===== src/rtl/id_stage_pkg.sv =====
// Shared definitions for the ID stage: instruction field positions, opcode
// values, the ex_op encoding handed to EX, and the ID/EX control bundle.
package id_stage_pkg;

  // Instruction field bit positions
  localparam int OP_HI  = 31;
  localparam int OP_LO  = 26;
  localparam int RS_HI  = 25;
  localparam int RS_LO  = 21;
  localparam int RT_HI  = 20;
  localparam int RT_LO  = 16;
  localparam int RD_HI  = 15;
  localparam int RD_LO  = 11;
  localparam int IMM_HI = 15;
  localparam int IMM_LO = 0;

  // Primary opcode values found in instr[31:26]
  localparam logic [5:0] OP_NOP  = 6'd0;
  localparam logic [5:0] OP_ADD  = 6'd1;
  localparam logic [5:0] OP_SUB  = 6'd2;
  localparam logic [5:0] OP_AND  = 6'd3;
  localparam logic [5:0] OP_OR   = 6'd4;
  localparam logic [5:0] OP_ADDI = 6'd5;
  localparam logic [5:0] OP_LW   = 6'd6;
  localparam logic [5:0] OP_SW   = 6'd7;
  localparam logic [5:0] OP_BEQ  = 6'd8;

  // Operation code presented to EX; mirrors the opcode numbering so that
  // EX can tell ADDI/LW/SW apart without re-reading the instruction.
  // Illegal opcodes collapse to EXOP_NOP.
  typedef enum logic [3:0] {
    EXOP_NOP  = 4'd0,
    EXOP_ADD  = 4'd1,
    EXOP_SUB  = 4'd2,
    EXOP_AND  = 4'd3,
    EXOP_OR   = 4'd4,
    EXOP_ADDI = 4'd5,
    EXOP_LW   = 4'd6,
    EXOP_SW   = 4'd7,
    EXOP_BEQ  = 4'd8
  } exOp_t;

  // Control bits carried in the ID/EX register
  typedef struct packed {
    logic regWrite;
    logic memRead;
    logic memWrite;
    logic branch;
    logic useImm;
  } ctrl_t;

endpackage


===== src/rtl/id_hazard_unit.sv =====
// Combinational load-use hazard detection and writeback bypass muxes for
// the two source operands read in ID.
module id_hazard_unit
  import id_stage_pkg::*;
#(
  parameter int DATA_W = 64,
  parameter int ADDR_W = 5
) (
  input  logic [ADDR_W-1:0] i_rs,
  input  logic [ADDR_W-1:0] i_rt,
  input  logic              i_usesRs,
  input  logic              i_usesRt,
  input  logic              i_ifValid,
  input  logic              i_flush,
  input  logic              i_exValid,
  input  logic              i_exMemRead,
  input  logic [ADDR_W-1:0] i_exRd,
  input  logic [DATA_W-1:0] i_rf0Data,
  input  logic [DATA_W-1:0] i_rf1Data,
  input  logic              i_wbWena,
  input  logic [ADDR_W-1:0] i_wbWaddr,
  input  logic [DATA_W-1:0] i_wbWdata,
  output logic              o_stall,
  output logic [DATA_W-1:0] o_opA,
  output logic [DATA_W-1:0] o_opB
);

  logic w_rsHit;
  logic w_rtHit;

  // Load in EX whose result is needed by the instruction now in ID; a flush
  // squashes ID anyway, so it overrides the stall.
  always_comb begin
    w_rsHit = i_usesRs && (i_exRd == i_rs);
    w_rtHit = i_usesRt && (i_exRd == i_rt);
    o_stall = !i_flush && i_ifValid && i_exValid && i_exMemRead &&
              (i_exRd != '0) && (w_rsHit || w_rtHit);
  end

  // Operand A: register 0 is hardwired to zero, otherwise a writeback to
  // the same register this cycle wins over the (stale) register file data.
  always_comb begin
    o_opA = i_rf0Data;
    if (i_rs == '0) begin
      o_opA = '0;
    end else if (i_wbWena && (i_wbWaddr == i_rs)) begin
      o_opA = i_wbWdata;
    end
  end

  // Operand B: same selection rule as operand A, keyed on rt.
  always_comb begin
    o_opB = i_rf1Data;
    if (i_rt == '0) begin
      o_opB = '0;
    end else if (i_wbWena && (i_wbWaddr == i_rt)) begin
      o_opB = i_wbWdata;
    end
  end

endmodule


===== src/rtl/id_stage.sv =====
// Instruction-decode stage: drives the register file read ports, decodes the
// instruction from IF, stalls IF on load-use hazards and fills the ID/EX
// pipeline register.
module id_stage
  import id_stage_pkg::*;
#(
  parameter int DATA_W = 64,
  parameter int ADDR_W = 5,
  parameter int PC_W   = 9
) (
  input  logic              i_clk,
  input  logic              i_reset,
  input  logic [31:0]       i_if_instr,
  input  logic [PC_W-1:0]   i_if_pc,
  input  logic              i_if_valid,
  input  logic              i_flush,
  output logic              o_stall,
  output logic [ADDR_W-1:0] o_rf_r0addr,
  output logic [ADDR_W-1:0] o_rf_r1addr,
  input  logic [DATA_W-1:0] i_rf_r0data,
  input  logic [DATA_W-1:0] i_rf_r1data,
  input  logic              i_wb_wena,
  input  logic [ADDR_W-1:0] i_wb_waddr,
  input  logic [DATA_W-1:0] i_wb_wdata,
  output logic              o_ex_valid,
  output logic [3:0]        o_ex_op,
  output logic [PC_W-1:0]   o_ex_pc,
  output logic [ADDR_W-1:0] o_ex_rd,
  output logic [DATA_W-1:0] o_ex_rs_data,
  output logic [DATA_W-1:0] o_ex_rt_data,
  output logic [DATA_W-1:0] o_ex_imm,
  output logic              o_ex_regwrite,
  output logic              o_ex_memread,
  output logic              o_ex_memwrite,
  output logic              o_ex_branch,
  output logic              o_ex_useimm,
  output logic              o_illegal_instr
);

  // Instruction fields
  logic [5:0]        w_opcode;
  logic [ADDR_W-1:0] w_rs;
  logic [ADDR_W-1:0] w_rt;
  logic [ADDR_W-1:0] w_rdField;
  logic [15:0]       w_imm16;

  // Decode results
  exOp_t             w_exOp;
  ctrl_t             w_ctrl;
  logic [ADDR_W-1:0] w_destReg;
  logic              w_usesRs;
  logic              w_usesRt;
  logic              w_illegal;

  // Hazard / bypass results
  logic              w_stall;
  logic [DATA_W-1:0] w_opA;
  logic [DATA_W-1:0] w_opB;

  // ID/EX pipeline register
  logic              r_exValid;
  exOp_t             r_exOp;
  logic [PC_W-1:0]   r_exPc;
  logic [ADDR_W-1:0] r_exRd;
  logic [DATA_W-1:0] r_exRsData;
  logic [DATA_W-1:0] r_exRtData;
  logic [DATA_W-1:0] r_exImm;
  ctrl_t             r_exCtrl;
  logic              r_illegal;

  // Slice the instruction; the read ports follow rs/rt every cycle.
  always_comb begin
    w_opcode    = i_if_instr[OP_HI:OP_LO];
    w_rs        = i_if_instr[RS_HI:RS_LO];
    w_rt        = i_if_instr[RT_HI:RT_LO];
    w_rdField   = i_if_instr[RD_HI:RD_LO];
    w_imm16     = i_if_instr[IMM_HI:IMM_LO];
    o_rf_r0addr = w_rs;
    o_rf_r1addr = w_rt;
  end

  // Opcode decode: control bits, destination register and source usage.
  // Unknown opcodes behave exactly like NOP apart from the illegal flag.
  always_comb begin
    w_exOp    = EXOP_NOP;
    w_ctrl    = '0;
    w_destReg = '0;
    w_usesRs  = 1'b0;
    w_usesRt  = 1'b0;
    w_illegal = 1'b0;
    case (w_opcode)
      OP_NOP: begin
      end
      OP_ADD, OP_SUB, OP_AND, OP_OR: begin
        w_exOp          = exOp_t'(w_opcode[3:0]);
        w_ctrl.regWrite = 1'b1;
        w_destReg       = w_rdField;
        w_usesRs        = 1'b1;
        w_usesRt        = 1'b1;
      end
      OP_ADDI: begin
        w_exOp          = EXOP_ADDI;
        w_ctrl.regWrite = 1'b1;
        w_ctrl.useImm   = 1'b1;
        w_destReg       = w_rt;
        w_usesRs        = 1'b1;
      end
      OP_LW: begin
        w_exOp          = EXOP_LW;
        w_ctrl.regWrite = 1'b1;
        w_ctrl.memRead  = 1'b1;
        w_ctrl.useImm   = 1'b1;
        w_destReg       = w_rt;
        w_usesRs        = 1'b1;
      end
      OP_SW: begin
        w_exOp          = EXOP_SW;
        w_ctrl.memWrite = 1'b1;
        w_ctrl.useImm   = 1'b1;
        w_usesRs        = 1'b1;
        w_usesRt        = 1'b1;
      end
      OP_BEQ: begin
        w_exOp          = EXOP_BEQ;
        w_ctrl.branch   = 1'b1;
        w_usesRs        = 1'b1;
        w_usesRt        = 1'b1;
      end
      default: begin
        w_illegal = 1'b1;
      end
    endcase
  end

  id_hazard_unit #(
    .DATA_W (DATA_W),
    .ADDR_W (ADDR_W)
  ) u_hazard (
    .i_rs        (w_rs),
    .i_rt        (w_rt),
    .i_usesRs    (w_usesRs),
    .i_usesRt    (w_usesRt),
    .i_ifValid   (i_if_valid),
    .i_flush     (i_flush),
    .i_exValid   (r_exValid),
    .i_exMemRead (r_exCtrl.memRead),
    .i_exRd      (r_exRd),
    .i_rf0Data   (i_rf_r0data),
    .i_rf1Data   (i_rf_r1data),
    .i_wbWena    (i_wb_wena),
    .i_wbWaddr   (i_wb_waddr),
    .i_wbWdata   (i_wb_wdata),
    .o_stall     (w_stall),
    .o_opA       (w_opA),
    .o_opB       (w_opB)
  );

  // ID/EX register: reset and flush/stall/invalid all insert a fully zeroed
  // bubble; otherwise the decoded instruction is captured.
  always_ff @(posedge i_clk) begin
    if (i_reset || i_flush || w_stall || !i_if_valid) begin
      r_exValid  <= 1'b0;
      r_exOp     <= EXOP_NOP;
      r_exPc     <= '0;
      r_exRd     <= '0;
      r_exRsData <= '0;
      r_exRtData <= '0;
      r_exImm    <= '0;
      r_exCtrl   <= '0;
      r_illegal  <= 1'b0;
    end else begin
      r_exValid  <= 1'b1;
      r_exOp     <= w_exOp;
      r_exPc     <= i_if_pc;
      r_exRd     <= w_destReg;
      r_exRsData <= w_opA;
      r_exRtData <= w_opB;
      r_exImm    <= {{(DATA_W-16){w_imm16[15]}}, w_imm16};
      r_exCtrl   <= w_ctrl;
      r_illegal  <= w_illegal;
    end
  end

  // Present the pipeline register to EX.
  always_comb begin
    o_stall         = w_stall;
    o_ex_valid      = r_exValid;
    o_ex_op         = r_exOp;
    o_ex_pc         = r_exPc;
    o_ex_rd         = r_exRd;
    o_ex_rs_data    = r_exRsData;
    o_ex_rt_data    = r_exRtData;
    o_ex_imm        = r_exImm;
    o_ex_regwrite   = r_exCtrl.regWrite;
    o_ex_memread    = r_exCtrl.memRead;
    o_ex_memwrite   = r_exCtrl.memWrite;
    o_ex_branch     = r_exCtrl.branch;
    o_ex_useimm     = r_exCtrl.useImm;
    o_illegal_instr = r_illegal;
  end

endmodule


===== config.mk =====
export PLATFORM = sky130hd
export DESIGN_NAME = id_stage
export DESIGN_NICKNAME = d
export VERILOG_FILES = /design/src/rtl/id_stage_pkg.sv /design/src/rtl/id_hazard_unit.sv /design/src/rtl/id_stage.sv
export SDC_FILE = /design/constraint.sdc
export NUM_CORES = 1
export LEC_CHECK = 0
export ABC_AREA = 0
export CAP_MARGIN = 20
export CORE_AREA = 2 2 182 184
export CTS_BUF_LIST = sky130_fd_sc_hd__clkbuf_4 sky130_fd_sc_hd__clkbuf_8
export CTS_CLUSTER_DIAMETER = 50
export CTS_CLUSTER_SIZE = 30
export DETAILED_ROUTE_END_ITERATION = 8
export DIE_AREA = 0 0 184 186
export GPL_TIMING_DRIVEN = 0
export PLACE_DENSITY_LB_ADDON = 0.08
export SLEW_MARGIN = 10
export SYNTH_ARGS = -nofsm -noshare
export SYNTH_HDL_FRONTEND = slang
export SYNTH_SLANG_ARGS = --single-unit

===== constraint.sdc =====
create_clock -name i_clk -period 7.04 [get_ports i_clk]
set_input_delay 1.408 -clock i_clk [delete_from_list [all_inputs] [get_ports i_clk]]
set_output_delay 1.408 -clock i_clk [all_outputs]
set_load 0.05 [all_outputs]

Yosys cells after proc, flatten, opt, wreduce, memory -nomap -nowiden
Cells that the tools add are included.
{"block": "word_totals", "register_bits": 169, "latch_bits": 0, "mem_bits_rw": 0, "mem_bits_ro": 0, "inputBits": 243, "mem_count": 0}
{"block": "classes", "addsub": 0, "mul": 0, "div": 0, "magnitude_cmp": 0, "n_eq_ne": 12, "shift": 0, "mux": 13, "n_bitwise": 0, "n_reduce_logical": 28}
{"op": "64-bit 2-to-1 mux", "count": 2}
{"op": "6-bit by 3-bit equality test with 1-bit output (second input constant)", "count": 4}
{"op": "5-bit equality test", "count": 4}
{"op": "4-bit case mux with 5 select lines", "count": 1}
{"op": "6-bit by 2-bit equality test with 1-bit output (second input constant)", "count": 2}
{"op": "6-bit OR reduction", "count": 2}
{"op": "5-bit logical NOT", "count": 2}
{"op": "5-bit case mux with 2 select lines", "count": 1}
{"op": "1-bit logical AND", "count": 9}
{"op": "1-bit 2-to-1 mux", "count": 9}
{"op": "9-bit OR reduction", "count": 1}
{"op": "8-bit OR reduction", "count": 1}
{"op": "6-bit by 1-bit equality test with 1-bit output (second input constant)", "count": 1}
{"op": "6-bit by 4-bit equality test with 1-bit output (second input constant)", "count": 1}
{"op": "6-bit logical NOT", "count": 1}
{"op": "2-bit OR reduction", "count": 3}
{"op": "5-bit nonzero test", "count": 1}
{"op": "1-bit logical OR", "count": 4}
{"op": "4-bit OR reduction", "count": 1}
{"op": "3-bit OR reduction", "count": 1}
{"op": "1-bit logical NOT", "count": 2}

Depth between registers and ports, before layout
Gate-level depths: netlist (run 1).
{"block": "depth", "depth_word": 9, "ltp_mapped": 8, "mapped_depth_nobuf": 5}

Hierarchy
A second synthesis (run 1) with hierarchy kept.
{"block": "unflattened", "hier_cells": 938, "area_unflattened_um2": 8375.5}
{"mod": "id_stage", "n_inst": 1, "cells_per_inst": 444, "area_per_inst_um2": 5138.7, "seq_area_each_um2": 3383.2}
{"mod": "id_hazard_unit", "n_inst": 1, "cells_per_inst": 494, "area_per_inst_um2": 3236.9, "seq_area_each_um2": 0.0}

Worst setup path before layout (run 1)
OpenSTA, ideal clock, no wires.
{"block": "synth_path", "path_kind": "input to output", "start": "in i_if_instr[27]", "end": "out o_stall", "arrival_time_ns": 2.923, "slack_ns": 2.709, "stages": 7, "n_path_buf": 3, "cell_sequence": "buf_2 > nor3_1 > xor2_1 > or4_1 > o21ai_2 > buf_4 > buf_4"}
{"block": "synth_via", "elab_chain_len": 6}
{"item": "from (decl)", "line_no": "id_stage.sv:13", "source": "input logic [31:0] i_if_instr,"}
{"item": "6-bit by 3-bit equality test with 1-bit output, or another cell as far along", "line_no": "id_stage.sv:91", "source": "case (w_opcode)"}
{"item": "8-bit OR reduction (no line) / 6-bit OR reduction (equally long branches)"}
{"item": "1-bit 2-to-1 mux", "line_no": "id_stage.sv:91"}
{"item": "1-bit logical AND, on equally long branches", "line_no": "id_hazard_unit.sv:34, id_hazard_unit.sv:35"}
{"item": "1-bit logical OR (*)", "line_no": "id_hazard_unit.sv:37", "source": "(i_exRd != '0) && (w_rsHit || w_rtHit);"}
{"item": "1-bit logical AND (*)", "line_no": "id_hazard_unit.sv:37"}
{"item": "to (decl)", "line_no": "id_stage.sv:17", "source": "output logic o_stall,"}
Mark *: on every way between the ends. The rest lies on a longest branch, timed or not.

Final worst setup path (run 1)
{"block": "layout_path", "start": "in i_flush", "end": "out o_stall"}
{"block": "layout_via", "elab_chain_len": 6}
{"item": "from (decl)", "line_no": "id_stage.sv:16", "source": "input logic i_flush,"}
{"item": "1-bit logical NOT", "line_no": "id_hazard_unit.sv:36", "source": "o_stall = !i_flush && i_ifValid && i_exValid && i_exMemRead &&"}
{"item": "1-bit logical AND (4 in series)", "line_no": "id_hazard_unit.sv:36"}
{"item": "1-bit logical AND", "line_no": "id_hazard_unit.sv:37"}
Every way passes these cells.

==> out/metrics.yaml, run 1 <==
outcome:
  outcome: "finished, final reports clean"
routing:
  ant_nets: 0
  drt_iter0_markers: 160
  drc: 0
  wl_um: 30700
  vias: 6635
  post_drt_wl_per_cell_um: 19.4
  first_pass_iters: 4
  vias_per_cell: 4.18
job:
  cap_violations: 0
timing:
  fin_crit_ns: 5.73
  rsz0062_at_grt: "no"
  max_freq_mhz: 175
  setup_violations: 0
  tightest_slew_ns: 0.838
  slew_viol_final: 0
  max-slew-margin-rel_pct: 44.2
  finalHoldViolations: 0
  period_share_pct: 81.3
  finalSetupTns_ns: 0
  finClkSkew_ns: 0.0134
yosys:
  synth-edff-count: 0
  ys.flop_type: "dfxtp_1"
  seq_area_frac_synth_pct: 49.1
  synth_adder_area_share_pct: 0
  post_synth_num_cell_types: 34
  synth_area_per_cell_sq_um: 10.2
  synth_cells: 677
  synth_compound_area_share_pct: 1.73
  ys_ff_latch: 169
  synth_top_family_by_area: "multiplexers"
  async_flop_share_pct: 0
  synth_simple_gate_area_share_pct: 16.4
  yosysWarningCount: 0
  synth_mux_area_share_pct: 18.8
  syn_area_sq_um: 6890
  synth_fp_nets: 920
  synth_xor_area_share_pct: 2.80
floorplan:
  ios: 471
  start_util_pct: 21.4
  core_sq_um: 32200
  die_area_sq_um: 34200
  fp-row-count: 66
  die_x_um: 184
  die_h_um: 186
cts:
  clockRootBuffer: "clkbuf_8"
  cts_resized: 0
  clk_latency_ns: 0.48
  clkSinkCount: 169
  cts_setup_buffers: 0
  clk_path_buf_depth: 2
  cts_tree: "done"
  cts_made_buffers: 17
  htreeDepth: 4
  clkTransAtPathRegs_ns: 0.09
  cts_hold_buf: 0
power:
  leakagePower_nw: 4.52
  peakVddDrop_mv: 0.151
  p_per_area_nw_per_um2: 174
worst_hold_path:
  hold_class: "reg -> reg"
grt:
  antenna_found_initial: 6
  grt_max_degree: 50
  grt_pass1_vias: 6686
  grt_pass1_wl_um: 43200
  grt-ovfl-total: 0
  grt_usage_pct: 17.5
final_layout:
  register_area_sq_um: 3380
  fin_util_pct: 38.8
  syn2layout_area_growth_pct: 81.3
  multi_input_area_sq_um: 2740
  fill_cells: 3270
  layout-drive-gt1-share_pct: 11.6
  fin_nets: 1407
placement:
  port_buffers: 467
  gp_congestion: 0.803
  dpl.hpwl_um: 24400
setup_path:
  worstSetupStartpointType: "input port"
  worstPathRequired_ns: 5.63
  endpoint_kind: "output pin"
  cp.arrival_ns: 4.32
  crit_type: "in -> out"
  crit_path_max_fanout: 10
[power by group]
part           total (W)  switching (W)  internal [W]
Combinational   0.000459       0.000232      0.000226
Sequential      0.000988     0.00000838      0.000980
Clock           0.000730       0.000370      0.000360
[logic make-up (layout without fill, tap and decap cells)]
family / Yosys count / in the layout
AND/OR/NAND/NOR: 230 / 230
flip-flops: 169 / 169
multiplexers: 129 / 129
buffers and inverters: 110 / 608
XOR/XNOR: 22 / 22
AO/OA/AOI/OAI: 17 / 17
other: 0 / 3
[worst max-delay path, stage by stage]
cell and delay [ns]:
clkdlybuf4s50_1 0.45, and4b_1 0.32, o211ai_1 0.11, or4_1 0.57, o21ai_2 0.21, buf_4 0.22, buf_4 0.20, clkdlybuf4s50_1 0.82
[metal layers]
layer / GRT usage (%) / share of wire, %
met1: 18.4 / 38
met2: 31.3 / 50
met3: 7.85 / 9.8
met4: 5.54 / 1.8
met5: 0 / 0.078
[Yosys cell counts, types with 2 or more instances]
| library cell | n | area [sq um] |
|---|---|---|
| nor2_1 | 30 | 113 |
| xor2_1 | 12 | 105 |
| buf_6 | 11 | 124 |
| dfxtp_1 | 169 | 3380 |
| buf_2 | 22 | 110 |
| o21ai_0 | 4 | 20.0 |
| nand3_1 | 3 | 15.0 |
| clkbuf_1 | 10 | 37.5 |
| nor4_1 | 6 | 37.5 |
| nor3_1 | 133 | 666 |
| buf_4 | 65 | 488 |
| mux2i_1 | 129 | 1290 |
| a21oi_1 | 3 | 15.0 |
| or2_2 | 2 | 12.5 |
| or4_1 | 5 | 37.5 |
| xnor2_1 | 10 | 87.6 |
| nand2_1 | 33 | 124 |
| a22o_1 | 5 | 43.8 |
| o21ai_2 | 2 | 17.5 |
| nor3b_1 | 2 | 15.0 |
| and3_1 | 8 | 50.1 |
[cells in the final DEF (no fill, tap or decap), drive strengths merged, types with 3 or more instances in the layout]
master and n:
a21oi 3, a22o 5, and3 8, buf 99
bufinv 3, clkbuf 31, clkdlybuf4s50 467, clkinv 6
dfxtp 169, diode 3, mux2i 129, nand2 33
nand3 3, nor2 30, nor3 133, nor3b 3
nor4 6, o21ai 7, or2 3, or4 5
xnor2 10, xor2 12
[through the flow]
stage / area [sq um] / total power, W / std cells / hold WS [ns] / setup WS, ns
after global routing: 12500 / 0.00227 / 1584 / 1.09 / 1.16
after detailed placement: 12100 / 0.00147 / 1553 / 0.947 / 1.28
final: 12500 / 0.00218 / 1586 / 0.963 / 1.31
after CTS: 12500 / 0.00222 / 1583 / 0.980 / 1.27
after floorplan: 6890 / 0.00123 / 677 / 1.08 / 2.71
after global placement: 12100 / 0.00147 / 1552 / 0.936 / 1.30
[path summary, 6_finish.rpt]
kind                            slack (ns)               to  cells after the start         start
worst min-delay path                  0.96       o_ex_rd[3]                      4    o_ex_rd[2]
worst max-delay path                  1.31          o_stall                      8       i_flush
worst min register to register        0.96       o_ex_rd[3]                      4    o_ex_rd[2]
worst max register to register        4.86  o_ex_rs_data[6]                      7  o_ex_memread
[flip-flops by register name, summed over array words and instances (netlist names)]
signal / count
o_ex_rd: 5
o_ex_regwrite: 1
o_ex_imm: 16
o_ex_pc: 9
o_ex_valid: 1
o_illegal_instr: 1
o_ex_memwrite: 1
o_ex_branch: 1
o_ex_rs_data: 64
o_ex_useimm: 1
o_ex_op: 4
o_ex_memread: 1
o_ex_rt_data: 64
[area by class of cell]
class                   count  area share, %
flip-flops and latches    169           27.1
inverters                   1         0.0301
clock inverters            10           1.02
well taps                 408           4.09
clock buffers              20           2.11
diodes                      3         0.0601
repair buffers            468           37.5
multi-input cells         398           21.9
plain buffers             109           6.12
No activity file was read; power rests on OpenSTA's default activity.
==> run 2: changes to the inputs <==
==> constraint.sdc (replaced) <==
create_clock -name i_clk -period 5.6 [get_ports i_clk]
set_input_delay 1.12 -clock i_clk [delete_from_list [all_inputs] [get_ports i_clk]]
set_output_delay 1.12 -clock i_clk [all_outputs]
set_load 0.05 [all_outputs]
==> results of run 2 <==
Same layout as run 1 (identical final DEF). Status: finished, final reports clean.
Among the figures that moved: setup slack after placement 1.28 ns -> 0.415 ns; setup slack after layout 1.31 ns -> 0.449 ns; hold slack 0.963 ns -> 0.952 ns; register-to-register setup slack 4.86 ns -> 3.42 ns; end point of the worst hold path o_ex_rd[3] -> o_ex_memread; total power 0.00218 W -> 0.00274 W; worst IR drop on VDD 0.151 mV -> 0.190 mV
==> run 3: changes to the inputs <==
==> constraint.sdc (replaced) <==
create_clock -name i_clk -period 5.6 [get_ports i_clk]
set_input_delay 0.84 -clock i_clk [delete_from_list [all_inputs] [get_ports i_clk]]
set_output_delay 0.84 -clock i_clk [all_outputs]
set_load 0.05 [all_outputs]
==> results of run 3 <==
Same layout as run 1 (identical final DEF). Status: finished, final reports clean.
Among the figures that moved: setup slack after placement 1.28 ns -> 0.975 ns; setup slack after layout 1.31 ns -> 1.01 ns; hold slack 0.963 ns -> 0.672 ns; register-to-register setup slack 4.86 ns -> 3.42 ns; end point of the worst hold path o_ex_rd[3] -> o_ex_memread; total power 0.00218 W -> 0.00274 W; worst IR drop on VDD 0.151 mV -> 0.190 mV
